<file path="config.mk">
export PLATFORM = sky130hd
export DESIGN_NAME = hilo_writeback
export DESIGN_NICKNAME = d
export VERILOG_FILES = /design/src/rtl/hilo_writeback_pkg.sv /design/src/rtl/hilo_timeout_cnt.sv /design/src/rtl/hilo_writeback.sv
export SDC_FILE = /design/constraint.sdc
export NUM_CORES = 1
export LEC_CHECK = 0
export BUFFER_PORTS_ARGS = -buffer_cell sky130_fd_sc_hd__clkbuf_2
export CORE_MARGIN = 1.5
export CORE_UTILIZATION = 40
export DETAILED_ROUTE_END_ITERATION = 10
export GPL_ROUTABILITY_DRIVEN = 0
export GPL_TIMING_DRIVEN = 0
export PLACE_DENSITY = 0.78
export SKIP_CTS_REPAIR_TIMING = 1
export SYNTH_ARGS = -nofsm -noshare
export SYNTH_HDL_FRONTEND = slang
export SYNTH_SLANG_ARGS = --single-unit
</file>
<file path="constraint.sdc">
create_clock -name clk -period 1.7 [get_ports clk]
set_input_delay 0.34 -clock clk [delete_from_list [all_inputs] [get_ports clk]]
set_output_delay 0.34 -clock clk [all_outputs]
set_load 0.01 [all_outputs]
</file>
<file path="src/rtl/hilo_writeback_pkg.sv">
// Shared types and constants for the HI/LO writeback block and its
// multiplier/divider neighbours.
package hilo_writeback_pkg;

  localparam int unsigned DATA_W = 32;
  localparam int unsigned HILO_W = 64;

  // Multiplier end count; the timeout must sit strictly above it.
  localparam int unsigned MULT_LATENCY = 33;
  localparam int unsigned DIV_LATENCY  = 33;
  localparam int unsigned TIMEOUT_DEF  = 40;
  localparam int unsigned CNT_W_DEF    = 6;

  typedef enum logic [1:0] {
    IDLE      = 2'd0,
    WAIT_MULT = 2'd1,
    WAIT_DIV  = 2'd2
  } state_e;

  typedef struct packed {
    logic [DATA_W-1:0] hi;
    logic [DATA_W-1:0] lo;
  } hilo_t;

  // Splits a 64-bit product into its HI (upper) and LO (lower) halves.
  function automatic hilo_t split_product(input logic [HILO_W-1:0] product);
    hilo_t r;
    r.hi = product[HILO_W-1:DATA_W];
    r.lo = product[DATA_W-1:0];
    return r;
  endfunction

  // Divider commits remainder to HI and quotient to LO.
  function automatic hilo_t pack_divide(input logic [DATA_W-1:0] quot,
                                        input logic [DATA_W-1:0] rem);
    hilo_t r;
    r.hi = rem;
    r.lo = quot;
    return r;
  endfunction

endpackage

</file>
<file path="src/rtl/hilo_timeout_cnt.sv">
// Wait-cycle counter: cleared while idle, counts while waiting, and holds
// at TIMEOUT-1 so it can never wrap.
module hilo_timeout_cnt
  import hilo_writeback_pkg::*;
#(
  parameter int unsigned TIMEOUT = TIMEOUT_DEF,
  parameter int unsigned CNT_W   = CNT_W_DEF
) (
  input  logic clk,
  input  logic reset_n,
  input  logic clear,
  input  logic enable,
  output logic expire_c
);

  localparam int unsigned LAST = TIMEOUT - 1;

  logic [CNT_W-1:0] count;
  logic             at_last;

  assign at_last  = (count == CNT_W'(LAST));
  assign expire_c = at_last;

  always_ff @(posedge clk) begin
    if (!reset_n) begin
      count <= '0;
    end else if (clear) begin
      count <= '0;
    end else if (enable && !at_last) begin
      count <= count + CNT_W'(1);
    end
  end

endmodule

</file>
<file path="src/rtl/hilo_writeback.sv">
// Owns architectural HI/LO: commits multiply/divide results, serves
// MFHI/MFLO/MTHI/MTLO, stalls control while a result is outstanding.
module hilo_writeback
  import hilo_writeback_pkg::*;
#(
  parameter int unsigned TIMEOUT = TIMEOUT_DEF,
  parameter int unsigned CNT_W   = CNT_W_DEF
) (
  input  logic              clk,
  input  logic              reset_n,
  input  logic              start_mult,
  input  logic              start_div,
  input  logic              mult_done,
  input  logic [HILO_W-1:0] mult_result,
  input  logic              div_done,
  input  logic [DATA_W-1:0] div_quot,
  input  logic [DATA_W-1:0] div_rem,
  input  logic              div_zero,
  input  logic              mthi,
  input  logic              mtlo,
  input  logic [DATA_W-1:0] wdata,
  input  logic              mfhi,
  input  logic              mflo,
  output logic [DATA_W-1:0] rd_data,
  output logic [DATA_W-1:0] hi,
  output logic [DATA_W-1:0] lo,
  output logic              busy,
  output logic              stall,
  output logic              div_zero_exc,
  output logic              timeout_err
);

  state_e state;
  logic   waiting_c;
  logic   done_c;
  logic   expire_c;
  logic   any_req_c;
  hilo_t  mult_hilo_c;
  hilo_t  div_hilo_c;

  assign waiting_c   = (state == WAIT_MULT) || (state == WAIT_DIV);
  assign done_c      = ((state == WAIT_MULT) && mult_done) ||
                       ((state == WAIT_DIV)  && div_done);
  assign mult_hilo_c = split_product(mult_result);
  assign div_hilo_c  = pack_divide(div_quot, div_rem);

  hilo_timeout_cnt #(
    .TIMEOUT (TIMEOUT),
    .CNT_W   (CNT_W)
  ) u_timeout_cnt (
    .clk      (clk),
    .reset_n  (reset_n),
    .clear    (!waiting_c),
    .enable   (waiting_c && !done_c),
    .expire_c (expire_c)
  );

  // Requests are held off while busy; control repeats them afterwards.
  assign any_req_c = mfhi | mflo | mthi | mtlo | start_mult | start_div;
  assign stall     = busy & any_req_c;

  // mfhi wins over mflo; read is straight off the registered HI/LO.
  always_comb begin
    rd_data = '0;
    if (mfhi) begin
      rd_data = hi;
    end else if (mflo) begin
      rd_data = lo;
    end
  end

  always_ff @(posedge clk) begin
    if (!reset_n) begin
      state        <= IDLE;
      hi           <= '0;
      lo           <= '0;
      busy         <= 1'b0;
      div_zero_exc <= 1'b0;
      timeout_err  <= 1'b0;
    end else begin
      div_zero_exc <= 1'b0;
      timeout_err  <= 1'b0;
      case (state)
        IDLE: begin
          if (mthi) begin
            hi <= wdata;
          end
          if (mtlo) begin
            lo <= wdata;
          end
          if (start_mult) begin
            state <= WAIT_MULT;
            busy  <= 1'b1;
          end else if (start_div) begin
            state <= WAIT_DIV;
            busy  <= 1'b1;
          end
        end
        WAIT_MULT: begin
          if (mult_done) begin
            hi    <= mult_hilo_c.hi;
            lo    <= mult_hilo_c.lo;
            state <= IDLE;
            busy  <= 1'b0;
          end else if (expire_c) begin
            state       <= IDLE;
            busy        <= 1'b0;
            timeout_err <= 1'b1;
          end
        end
        WAIT_DIV: begin
          if (div_done) begin
            if (div_zero) begin
              div_zero_exc <= 1'b1;
            end else begin
              hi <= div_hilo_c.hi;
              lo <= div_hilo_c.lo;
            end
            state <= IDLE;
            busy  <= 1'b0;
          end else if (expire_c) begin
            state       <= IDLE;
            busy        <= 1'b0;
            timeout_err <= 1'b1;
          end
        end
        default: begin
          state <= IDLE;
          busy  <= 1'b0;
        end
      endcase
    end
  end

endmodule

</file>
## Word level (Yosys, flattened, before mapping)

Index checks and enable logic that the tools add are counted.

| word-level totals | value |
|---|---|
| bits in registers | 75 |
| input bits | 171 |
| output and inout port bits | 100 |
| logic and storage cells | 66 |

| cells by class | value |
|---|---|
| $add $sub $neg | 1 |
| equality and inequality tests | 9 |
| muxes and demuxes | 29 |
| bitwise gates (word level) | 6 |
| reductions and logical operators | 14 |

Operator list:

| operator | number |
|---|---|
| $mux W32 | 10 |
| $pmux W32 S3 | 2 |
| $mux W2 | 5 |
| $ne A2 B2 Y1 const B | 5 |
| $reduce_and A5 Y1 | 2 |
| $mux W1 | 9 |
| $add A6 B1 Y6 const B | 1 |
| $eq A6 B6 Y1 const B | 1 |
| $pmux W2 S3 | 1 |
| $or A1 B1 Y1 | 5 |
| $logic_and A1 B1 Y1 | 4 |
| $ne A3 B3 Y1 const B | 1 |
| $pmux W1 S3 | 1 |
| $reduce_and A3 Y1 | 1 |
| $reduce_bool A3 Y1 | 1 |
| $eq A2 B1 Y1 const B | 1 |
| $eq A2 B2 Y1 const B | 1 |
| $logic_not A1 Y1 | 2 |
| $logic_not A2 Y1 | 1 |
| $logic_or A1 B1 Y1 | 2 |
| $pmux W1 S2 | 1 |
| $reduce_and A2 Y1 | 1 |
| $and A1 B1 Y1 | 1 |

## Longest topological paths before layout

| logic depth | value |
|---|---|
| depth after elaboration | 6 |
| depth in mapped cells | 8 |
| mapped depth without buffers | 6 |

## Modules after synthesis

From an unflattened synthesis, not the netlist that was laid out.

| second synthesis, totals | value |
|---|---|
| cell total of the unflattened synthesis | 579 |
| area total of the unflattened synthesis | 4722.0 um^2 |

By module, submodules not included:

| module | instances | cells each | area an instance (um^2) | sequential area each (um^2) |
|---|---|---|---|---|
| hilo_writeback | 1 | 545 | 4418.0 | 1381.3 |
| hilo_timeout_cnt | 1 | 34 | 304.0 | 120.1 |

## Least setup slack after synthesis

No wires, ideal clock.

| path | value |
|---|---|
| kind | register to register |
| start point | reg state[0] |
| end point | reg lo[31] |
| library setup time | 0.116 ns |
| data arrival time | 1.711 ns |
| data required time | 1.584 ns |
| setup slack | -0.127 ns |
| cell stages (with the launch flop) | 9 |
| path buffers | 2 |
| period minus slack after synthesis | 1.827 ns |
| cell sequence | dfxtp_1 > inv_1 > ha_1 > buf_2 > mux2_2 > o211ai_4 > buf_6 > a211oi_2 > a31o_1 |

| on the way | value |
|---|---|
| word-level cells in the longest chain between the ends | 3 |
| elaborated cells on any way between the ends | 10 |
| those cells by class | eq/ne (6); mux (1); reduce/logical (3) |

RTL lines:

| item | RTL line | source |
|---|---|---|
| start, declared | hilo_writeback.sv:33 | `state_e state;` |
| start signal, assigned | hilo_writeback.sv:74 | `state <= IDLE;` |
| start signal, assigned | hilo_writeback.sv:92 | `state <= WAIT_MULT;` |
| start signal, assigned | hilo_writeback.sv:95 | `state <= WAIT_DIV;` |
| $eq A2 B2 Y1, or another cell as far along | hilo_writeback.sv:83 | `case (state)` |
| $ne A2 B2 Y1 (no source line) or $reduce_bool A3 Y1 (tied branches) | n/a |  |
| $reduce_and A5 Y1 (no source line) | n/a |  |
| end signal, assigned | hilo_writeback.sv:89 | `lo <= wdata;` |
| end signal, assigned | hilo_writeback.sv:102 | `lo <= mult_hilo_c.lo;` |
| end signal, assigned | hilo_writeback.sv:117 | `lo <= div_hilo_c.lo;` |
| end, declared | hilo_writeback.sv:26 | `output logic [DATA_W-1:0] lo,` |

Parallel ways exist; a longest one is shown, timed or not.
A chain may end at the register's enable or synchronous reset.

## Worst setup path in the final report

| path | value |
|---|---|
| start point | reg state[0] |
| end point | reg lo[20] |

The elaborated chain is that of the path after synthesis.

==> flow_summary.json <==
{
  "core_area_sq_mm": 0.0108,
  "start_kind": "flip-flop",
  "die_area_sq_mm": 0.0117,
  "htreeDepth": 3,
  "crit_path_end_kind": "flip-flop",
  "antenna_cells": 0,
  "combPwrFrac": 0.379,
  "drtPass1Iterations": 7,
  "path_depth": 8,
  "reg2reg_depth": 8,
  "num_vias": 5919,
  "crit_required_ns": 1.95,
  "finalPower_uw": 5740,
  "status": "complete, but fails checks",
  "fin_crit_ns": 1.92,
  "pwr-share-seq": 0.374,
  "min_period_over_period": 1.13,
  "yosysWarnings": 0,
  "start_util": 0.409,
  "antenna_found_initial": 0,
  "worstMarginPinSlew_ns": 0.719,
  "cp_top_family": "compound AO/OA/AOI/OAI gates",
  "total_leakage_power_uw": 0.00290,
  "ff2ff_setup_slack_ns": -0.22,
  "synth_flop_cell": "dfxtp_1",
  "syn_to_final_growth_pct": 51.3,
  "p_int_uw": 3610,
  "grtUsageTotal": 0.326,
  "syn_area_sq_mm": 0.00442,
  "wire_per_inst_um": 21.3,
  "p_per_area_mw_per_mm2": 858,
  "die_h_um": 108,
  "grt.met3_usage": 0.0506,
  "final_net_count": 991,
  "critPathMaxStageDelay_ns": 0.37,
  "fin_ws_ns": -0.222,
  "ir_drop_uv": 478,
  "synth_nets": 695,
  "grt_max_degree": 13,
  "place_area_sq_mm": 0.00595,
  "min_path_cells": 3,
  "violations": "negative setup slack",
  "via_per_inst": 6.17,
  "setup_viol_count_final": 67,
  "drv_cap": 0,
  "yosys-top-cells-area": "dfxtp_1 (34%), a31o_1 (11%), a22oi_1 (11%), a211oi_1 (8.7%), o21ai_0 (7.8%)",
  "routed_wl_um": 20400,
  "clockBufferDepth": 2,
  "insertion_delay_ns": 0.35,
  "crit_slowest_cell": "dfxtp_4",
  "critPathBufInv": 3,
  "ys_types": 39,
  "root_buffer": "clkbuf_8",
  "grtUsageMet1": 0.380,
  "slew_violations": 0,
  "finClkSkew_ns": 0.00639,
  "ys_seq_area_frac": 0.340,
  "hold_path_class": "in2reg",
  "cp.arrival_ns": 2.17,
  "ant_nets": 0,
  "first_iter_violations": 489,
  "cts_tree": "built",
  "busiest_layer": "met2",
  "globalRouteMet2Util": 0.569,
  "rsz0062_at_grt": "true",
  "pwr-share-clk": 0.246,
  "p_sw_uw": 2130,
  "avgSynthCellArea_sq_um": 8.51,
  "hold_viol": 0,
  "drcViolationCount": 0,
  "synth_top_area_frac": 0.340,
  "max_freq_mhz": 520,
  "relSlewSlack": 0.521,
  "num_io_pins": 271,
  "synth-edff-count": 0,
  "yosys_register_bits": 75,
  "fin_area_sq_mm": 0.00669,
  "drive_gt1_frac": 0.512,
  "swShare": 0.372,
  "clock_sinks": 75,
  "rows": 38,
  "portBuffers": 267,
  "worstPathMaxFanout": 6,
  "syn_inst": 519,
  "cts_buffers": 9,
  "critPathKind": "reg2reg",
  "dpl.hpwl_um": 14600,
  "async_flop_share": 0,
  "grt_pass1_wl_um": 28900,
  "clk_pin_slew_ns": 0.08,
  "grt-ovfl-total": 0,
  "netlist.top_cell.by_area": "dfxtp_1",
  "grt_pass1_vias": 5566,
  "hold_slack_ns": 0.197,
  "dieWidth_um": 108,
  "cp_cell_sequence": "inv_4 > ha_4 > buf_8 > mux2_4 > o211ai_4 > clkbuf_16 > a211oi_2 > a31o_1"
}
==> layer usage <==
metal	vias up	wire [um]
met1	2798	7660
met2	426	10200
met5	-	0
met4	0	837
li1	2620	-
met3	75	1760
==> flip-flops by register name, indices dropped and copies added (netlist names) <==
| register | count |
|---|---|
| busy | 1 |
| div_zero_exc | 1 |
| hi | 32 |
| lo | 32 |
| state | 2 |
| timeout_err | 1 |
| u_timeout_cnt.count | 6 |
==> layout make-up <==
type	instances	area (sq um)
Inverter	4	17.5
Sequential cell	75	1510
Clock buffer	11	141
Multi-Input combinational cell	383	2860
Tap cell	140	175
Fill cell	985	4110
Buffer	59	404
Timing Repair Buffer	283	1530
Clock inverter	5	52.6
==> power by group through the flow <==
stage               combinational, uW  sequential [uW]  clock [uW]
finish                           2180             2150        1410
global route                     2320             2170        1510
global placement                 1780             2170           0
CTS                              1820             2140        1410
detailed placement               1820             2180           0
floorplan                         931             2230           0
==> cells in the mapped netlist, types with 3 or more instances <==
cell,n
a31o_2,7
o21ai_0,69
a211oi_2,13
nand2_1,71
nor2_1,7
ha_1,5
clkbuf_1,31
a31o_1,57
a211oi_1,51
inv_1,3
nand4_1,3
buf_6,5
dfxtp_1,75
nand4b_1,3
a21boi_0,4
a22oi_1,64
buf_2,19
buf_4,3
==> kinds of logic (layout without fill, tap and decap cells) <==
| kind of cell | after synthesis | after routing | synth area share |
|---|---|---|---|
| fa+ha+maj | 5 | 5 | 0.0142 |
| buf+inv | 63 | 362 | 0.0725 |
| flops | 75 | 75 | 0.340 |
| compound gates | 277 | 279 | 0.472 |
| simple gates | 95 | 95 | 0.0926 |
| mux | 2 | 2 | 0.00510 |
| xor+xnor | 2 | 2 | 0.00397 |
==> worst register-to-register path: stages (launching register included) <==
cell	delay, ns
dfxtp_4	0.37
inv_4	0.05
ha_4	0.25
buf_8	0.13
mux2_4	0.31
o211ai_4	0.20
clkbuf_16	0.25
a211oi_2	0.04
a31o_1	0.21
==> final timing paths <==
check,startpoint,endpoint
max reg2reg,state[0],lo[20]
min reg2reg,lo[8],lo[8]
max,state[0],lo[20]
min,div_zero,div_zero_exc
==> metrics by stage <==
stage,util,setup TNS [ns],setup WS [ns],cells
CTS,0.570,-28.21,-0.510,942
detailed placement,0.552,-26.82,-0.499,926
finish,0.619,-10.56,-0.222,960
global route,0.619,-13.98,-0.260,960
global placement,0.552,-23.27,-0.443,926
floorplan,-,0,0.00710,519
==> cell usage in the layout (no fill, tap or decap), drive strengths merged, types with 2 or more instances in the layout <==
cell | netlist | layout
clkbuf | 31 | 316
dfxtp | 75 | 75
nand2 | 71 | 71
o21ai | 69 | 69
a22oi | 64 | 64
a31o | 64 | 64
a211oi | 64 | 64
buf | 28 | 37
nor2 | 7 | 7
a21boi | 5 | 5
ha | 5 | 5
o211ai | 2 | 4
inv | 4 | 4
nand4 | 3 | 3
nand4b | 3 | 3
clkinv | 0 | 3
mux2 | 2 | 2
xor2 | 2 | 2
and3 | 2 | 2
a31oi | 2 | 2
a41o | 2 | 2
a21oi | 2 | 2
and2 | 2 | 2
Note: power is estimated with default switching activity, not from simulation.
